--- src/rtl/me_unit.sv ---
// Memory-access stage: holds one instruction from EX, waits for its data-SRAM
// response, extracts load data and hands the result to WB; drives the ID forwarding bus.
module me_unit (
   input  logic        clk,
   input  logic        reset,
   input  logic        ex_to_me_valid,
   output logic        me_allowin,
   input  logic [74:0] ex_to_me_bus,
   input  logic        data_sram_data_ok,
   input  logic [31:0] data_sram_rdata,
   output logic        me_to_wb_valid,
   input  logic        wb_allowin,
   output logic [69:0] me_to_wb_bus,
   output logic        me_fwd_we,
   output logic [4:0]  me_fwd_dest,
   output logic [31:0] me_fwd_data,
   output logic        me_fwd_stall
);

   logic        me_valid_reg;
   logic [74:0] ex_bus_reg;
   logic        data_got_reg;
   logic [31:0] rdata_buf_reg;

   logic [31:0] pc;
   logic        rf_we;
   logic [4:0]  dest;
   logic        mem_req;
   logic        is_load;
   logic [2:0]  ld_op;
   logic [31:0] alu_result;

   assign pc         = ex_bus_reg[74:43];
   assign rf_we      = ex_bus_reg[42];
   assign dest       = ex_bus_reg[41:37];
   assign mem_req    = ex_bus_reg[36];
   assign is_load    = ex_bus_reg[35];
   assign ld_op      = ex_bus_reg[34:32];
   assign alu_result = ex_bus_reg[31:0];

   logic ready_go;
   logic transfer;

   assign ready_go       = !mem_req || data_got_reg || data_sram_data_ok;
   assign me_to_wb_valid = me_valid_reg && ready_go;
   assign me_allowin     = !me_valid_reg || (ready_go && wb_allowin);
   assign transfer       = me_to_wb_valid && wb_allowin;

   always_ff @(posedge clk) begin
      if (!reset) begin
         me_valid_reg  <= 1'b0;
         ex_bus_reg    <= '0;
         data_got_reg  <= 1'b0;
         rdata_buf_reg <= '0;
      end else begin
         if (me_allowin) begin
            me_valid_reg <= ex_to_me_valid;
         end
         if (ex_to_me_valid && me_allowin) begin
            ex_bus_reg <= ex_to_me_bus;
         end
         // A response that arrives while WB is stalled must be kept, the SRAM will not repeat it.
         if (transfer) begin
            data_got_reg <= 1'b0;
         end else if (me_valid_reg && mem_req && !data_got_reg && data_sram_data_ok && !wb_allowin) begin
            data_got_reg  <= 1'b1;
            rdata_buf_reg <= data_sram_rdata;
         end
      end
   end

   logic [31:0] eff_rdata;
   logic [7:0]  rd_byte [4];
   logic [15:0] rd_half [2];

   assign eff_rdata = data_got_reg ? rdata_buf_reg : data_sram_rdata;

   genvar gi;
   generate
      for (gi = 0; gi < 4; gi++) begin : g_byte
         assign rd_byte[gi] = eff_rdata[gi*8 +: 8];
      end
      for (gi = 0; gi < 2; gi++) begin : g_half
         assign rd_half[gi] = eff_rdata[gi*16 +: 16];
      end
   endgenerate

   logic [7:0]  ld_byte;
   logic [15:0] ld_half;
   logic [31:0] ld_value;
   logic [31:0] final_result;

   assign ld_byte = rd_byte[alu_result[1:0]];
   assign ld_half = rd_half[alu_result[1]];

   always_comb begin
      ld_value = eff_rdata;
      case (ld_op)
         3'b001:  ld_value = {{24{ld_byte[7]}}, ld_byte};
         3'b010:  ld_value = {{16{ld_half[15]}}, ld_half};
         3'b011:  ld_value = {24'd0, ld_byte};
         3'b100:  ld_value = {16'd0, ld_half};
         default: ld_value = eff_rdata;
      endcase
   end

   assign final_result = is_load ? ld_value : alu_result;
   assign me_to_wb_bus = {pc, rf_we, dest, final_result};

   assign me_fwd_we    = me_valid_reg && rf_we;
   assign me_fwd_dest  = dest;
   assign me_fwd_data  = final_result;
   assign me_fwd_stall = me_valid_reg && is_load && !data_got_reg && !data_sram_data_ok;

endmodule

--- config.mk ---
export PLATFORM = sky130hd
export DESIGN_NAME = me_unit
export DESIGN_NICKNAME = d
export VERILOG_FILES = /design/src/rtl/me_unit.sv
export SDC_FILE = /design/constraint.sdc
export NUM_CORES = 1
export LEC_CHECK = 0
export ABC_AREA = 1
export CAP_MARGIN = 20
export CELL_PAD_IN_SITES_DETAIL_PLACEMENT = 0
export CELL_PAD_IN_SITES_GLOBAL_PLACEMENT = 2
export CORE_MARGIN = 2
export CORE_UTILIZATION = 25
export CTS_BUF_LIST = sky130_fd_sc_hd__clkbuf_16
export DETAILED_ROUTE_END_ITERATION = 8
export PLACE_DENSITY = 0.92
export SLEW_MARGIN = 20
export SYNTH_ARGS = -nofsm -noshare
export SYNTH_HDL_FRONTEND = slang
export SYNTH_SLANG_ARGS = --single-unit
--- constraint.sdc ---
create_clock -name clk -period 3.7 [get_ports clk]
set_clock_uncertainty 0.15 [all_clocks]
set_input_delay 0.74 -clock clk [delete_from_list [all_inputs] [get_ports clk]]
set_output_delay 0.74 -clock clk [all_outputs]
set_load 0.01 [all_outputs]
After elaboration in Yosys (flattened, before gate mapping)
Index checks and enable logic that the tools add are counted.
{"block": "word_totals", "in_bits": 112, "output_inout_bits": 111, "regBits": 109}
{"block": "classes", "reduce_logical": 22, "mux": 9, "n_eq_ne": 4, "magnitude_cmp": 2, "bitwise_logic": 4}
{"operator": "32-bit one-hot mux with 4 select lines", "count": 1}
{"operator": "32-bit 2-to-1 mux", "count": 2}
{"operator": "16-bit 2-to-1 mux", "count": 3}
{"operator": "8-bit binary-select mux with 2-bit select", "count": 1}
{"operator": "8-bit 2-to-1 mux", "count": 2}
{"operator": "1-bit logical AND", "count": 12}
{"operator": "3-bit by 2-bit == test with 1-bit output (second input constant)", "count": 2}
{"operator": "1-bit zero test", "count": 5}
{"operator": "3-bit by 1-bit == test with 1-bit output (second input constant)", "count": 1}
{"operator": "3-bit == test (second input constant)", "count": 1}
{"operator": "3-bit greater-or-equal comparator (second input constant)", "count": 1}
{"operator": "1-bit logical OR", "count": 3}
{"operator": "2-bit inverter with 3-bit output", "count": 1}
{"operator": "2-bit greater-or-equal comparator (second input constant)", "count": 1}
{"operator": "1-bit inverter", "count": 2}
{"operator": "1-bit inverter with 2-bit output", "count": 1}
{"operator": "2-bit AND reduction", "count": 1}
{"operator": "2-bit OR reduction", "count": 1}

Longest topological paths before layout
{"block": "logic_depth", "ltp_word": 7, "depth_mapped": 13, "mapped_depth_nobuf": 11}

Worst setup path before layout
OpenSTA, ideal clock, no wires.
{"block": "synth_timing", "path_type": "in2out", "startpoint": "in data_sram_rdata[23]", "endpoint": "out me_to_wb_bus[14]", "slack_ns": 1.084, "arrival_time_ns": 1.726, "required_time_ns": 2.810, "n_path_buf": 2, "path_stages": 8, "path_cell_list": "nand2_1 nand3_1 nand3_1 nand2_1 nand2_1 buf_4 a21oi_1 buf_4"}
{"block": "synth_between", "elab_chain_len": 6}
{"item": "from (decl)", "line": "10", "rtl": "input logic [31:0] data_sram_rdata,"}
{"item": "32-bit 2-to-1 mux", "line": "76", "rtl": "assign eff_rdata = data_got_reg ? rdata_buf_reg : data_sram_rdata;"}
{"item": "8-bit binary-select mux with 2-bit select", "line": "93", "rtl": "assign ld_byte = rd_byte[alu_result[1:0]];"}
{"item": "8-bit 2-to-1 mux (implied by the code) (2 in series)", "line": "93"}
{"item": "32-bit one-hot mux with 4 select lines", "line": "98", "rtl": "case (ld_op)"}
{"item": "32-bit 2-to-1 mux", "line": "107", "rtl": "assign final_result = is_load ? ld_value : alu_result;"}
{"item": "to (decl)", "line": "13", "rtl": "output logic [69:0] me_to_wb_bus,"}
No other way between the ends. The select of a mux whose other input is x is not followed.

Final worst setup path
{"block": "layout_timing", "startpoint": "in data_sram_rdata[15]", "endpoint": "out me_to_wb_bus[16]"}
{"block": "layout_between", "elab_chain_len": 6, "elab_cells_between_ends": 9, "cone_classes": "mux: 9"}
{"item": "32-bit 2-to-1 mux (*)", "line": "76"}
{"item": "8-bit binary-select mux with 2-bit select / 16-bit 2-to-1 mux (equally long branches)", "line": "93, 94"}
{"item": "8-bit 2-to-1 mux (implied by the code) / 16-bit 2-to-1 mux (equally long branches) (2 in series)", "line": "93, 94"}
{"item": "32-bit one-hot mux with 4 select lines (*)", "line": "98"}
{"item": "32-bit 2-to-1 mux (*)", "line": "107"}
Every way passes the cells marked *; elsewhere a longest branch is shown, timed or not. The select of a mux whose other input is x is not followed.

==> reports/metrics.cfg <==
[run_status]
outcome=complete, no violations

[timing]
final-setup-viol-count=0
max_slew_margin_pct=55.2
finalMaxSlewViolations=0
finalHoldViolCount=0
period_needed_ns=3.53
fin_crit_sh_pct=95.5
rsz0062_at_grt=no
setup_slack_ns=0.166
timing.fmax_mhz=283
worst_pin_slew_ns=0.670

[layout]
drive_above_1_share_pct=5.82
multi_input_area_um2=3080
largest_reg_flops=75
layout_common_cells=nand2_1, clkdlybuf4s50_1, nand3_1, dfxtp_1, nor2_1
layout_commonest_cell=nand2_1
antenna_cells=0
fin_nets=1259
fillCellCount=2821
area_growth_pct=34.9
register_area_um2=2180
finish.utilization_pct=34.5

[die]
die_y_um=165
coreArea_um2=25300
io_pins=223
fp.dieArea_um2=27200
start_util_pct=25.6
rows=58
die_w_um=165

[logic_synthesis]
synth_edf_count=0
async_flop_share_pct=0
yosysSeqAreaShare_pct=33.7
synth.avg_cell_area_um2=6.28
synth_cell_type_count=25
ys_ff_latch=109
synth_fp_nets=1143
synthCells=1031
ys.flop_type=dfxtp_1
yosys_warnings=0
synth_area_um2=6470

[drt]
dr.pass1.iters=5
drtIter0Drc=347
post_drt_wl_per_cell_um=15.7
detail-route-antenna-nets=0
wl_um=23300
viasPerCell=4.53
via_count=6720
remaining_drc_errors=0

[clock_network]
cts_tree=yes
clkTransAtPathRegs_ns=0.08
cts_hold_buf=0
clock_path_buffers=2
h-tree-depth=3
cts.sinks=109
clk_latency_ns=0.36
cts_buffers=9
cts_setup_buffers=0
cts_root_buffer=clkbuf_16

[worst_setup_path]
setup.worst_path.start_class=input port
crit_fanout=16
worst_r2r_path_depth=11
worst-setup-path-type=in -> out
end_kind=output pin
required_ns=2.81
critPathArrivalTime_ns=2.64

[run]
drv_cap=0

[global_routing]
grt_usage_pct=17.2
grt_antenna_before_repair=0
grt_pass1_vias=6449
grt_max_degree=57
overflow=0
grt_pass1_wl_um=36100

[placed_design]
gp_congestion=0.823
io_buffers=222
pre_cts_ws_ns=-0.0570
dpl.hpwl_um=16800

[pwr]
power.density_nw_per_um2=370
irDropWorstVdd_mv=0.205
p_leak_nw=3.92

[min_path]
hold_depth=2
hold_path.class=reg -> reg

-- synth_stat cells (all sizes together), types with 2 or more instances --
| cell type | number | area, µm² |
|---|---|---|
| o21ai | 66 | 330 |
| inv | 74 | 280 |
| nor2 | 93 | 352 |
| nand2 | 293 | 1120 |
| buf | 123 | 853 |
| clkbuf | 22 | 82.6 |
| dfxtp | 109 | 2180 |
| clkinv | 2 | 7.51 |
| nor3 | 3 | 20.0 |
| nand3 | 157 | 786 |
| a21oi | 85 | 425 |
-- worst max-delay path: stages --
cell	delay, ns
clkdlybuf4s50_1	0.49
nand2_1	0.08
nand3_1	0.09
nand3_1	0.10
nand2_2	0.12
nand2_4	0.11
buf_8	0.18
nand3_1	0.08
nand2_1	0.06
inv_1	0.07
clkdlybuf4s50_1	0.53
-- power by group --
part / switching (W) / total [W] / internal (W)
clock network: 0.000534 / 0.00102 / 0.000484
registers: 0.0000305 / 0.00126 / 0.00123
logic: 0.000490 / 0.000954 / 0.000463
-- final cells by class --
class | count | area share (%)
well taps | 330 | 4.73
repair buffers | 250 | 28.2
multi-input cells | 701 | 35.3
clock inverters | 7 | 0.817
inverters | 76 | 3.37
clock buffers | 9 | 2.58
flip-flops and latches | 109 | 25.0
-- stage by stage --
stage	instances	TNS (ns)	power [W]	area [µm²]	hold WS, ns
finish	1482	0	0.00323	8730	0.307
global route	1482	0	0.00343	8730	0.324
CTS	1482	0	0.00328	8700	0.308
detailed placement	1466	-0.926	0.00225	8400	0.296
global placement	1466	-0.00927	0.00224	8400	0.290
floorplan	1031	0	0.00184	6470	0.279
-- path summary, 6_finish.rpt --
path,slack (ns),endpoint,start
worst max-delay path,0.17,me_to_wb_bus[16],data_sram_rdata[15]
worst min-delay path,0.31,ex_bus_reg[21],ex_bus_reg[21]
worst max register to register,1.16,ex_bus_reg[1],data_got_reg
worst min register to register,0.31,ex_bus_reg[21],ex_bus_reg[21]
-- cell families (layout without fill, tap and decap cells) --
family / Yosys count / in the layout / share of synthesized area [%]
compound gates: 151 / 151 / 11.7
buf+inv: 221 / 342 / 18.9
flops: 109 / 109 / 33.7
simple gates: 550 / 550 / 35.7
-- metal layers --
layer	wire length, µm	vias to the layer above	GRT usage (%)
met5	0	-	0
met4	400	0	4.78
met3	1590	23	4.32
met2	10700	221	28.2
met1	10500	3031	22.4
li1	-	3445	-
-- what timing repair did --
action / CTS / global route
hold endpoints to repair: 0 / 0
gates cloned: 0 / 0
resized for setup: 2 / 10
setup endpoints to repair: 34 / 39
Note: power is estimated with default switching activity, not from simulation.
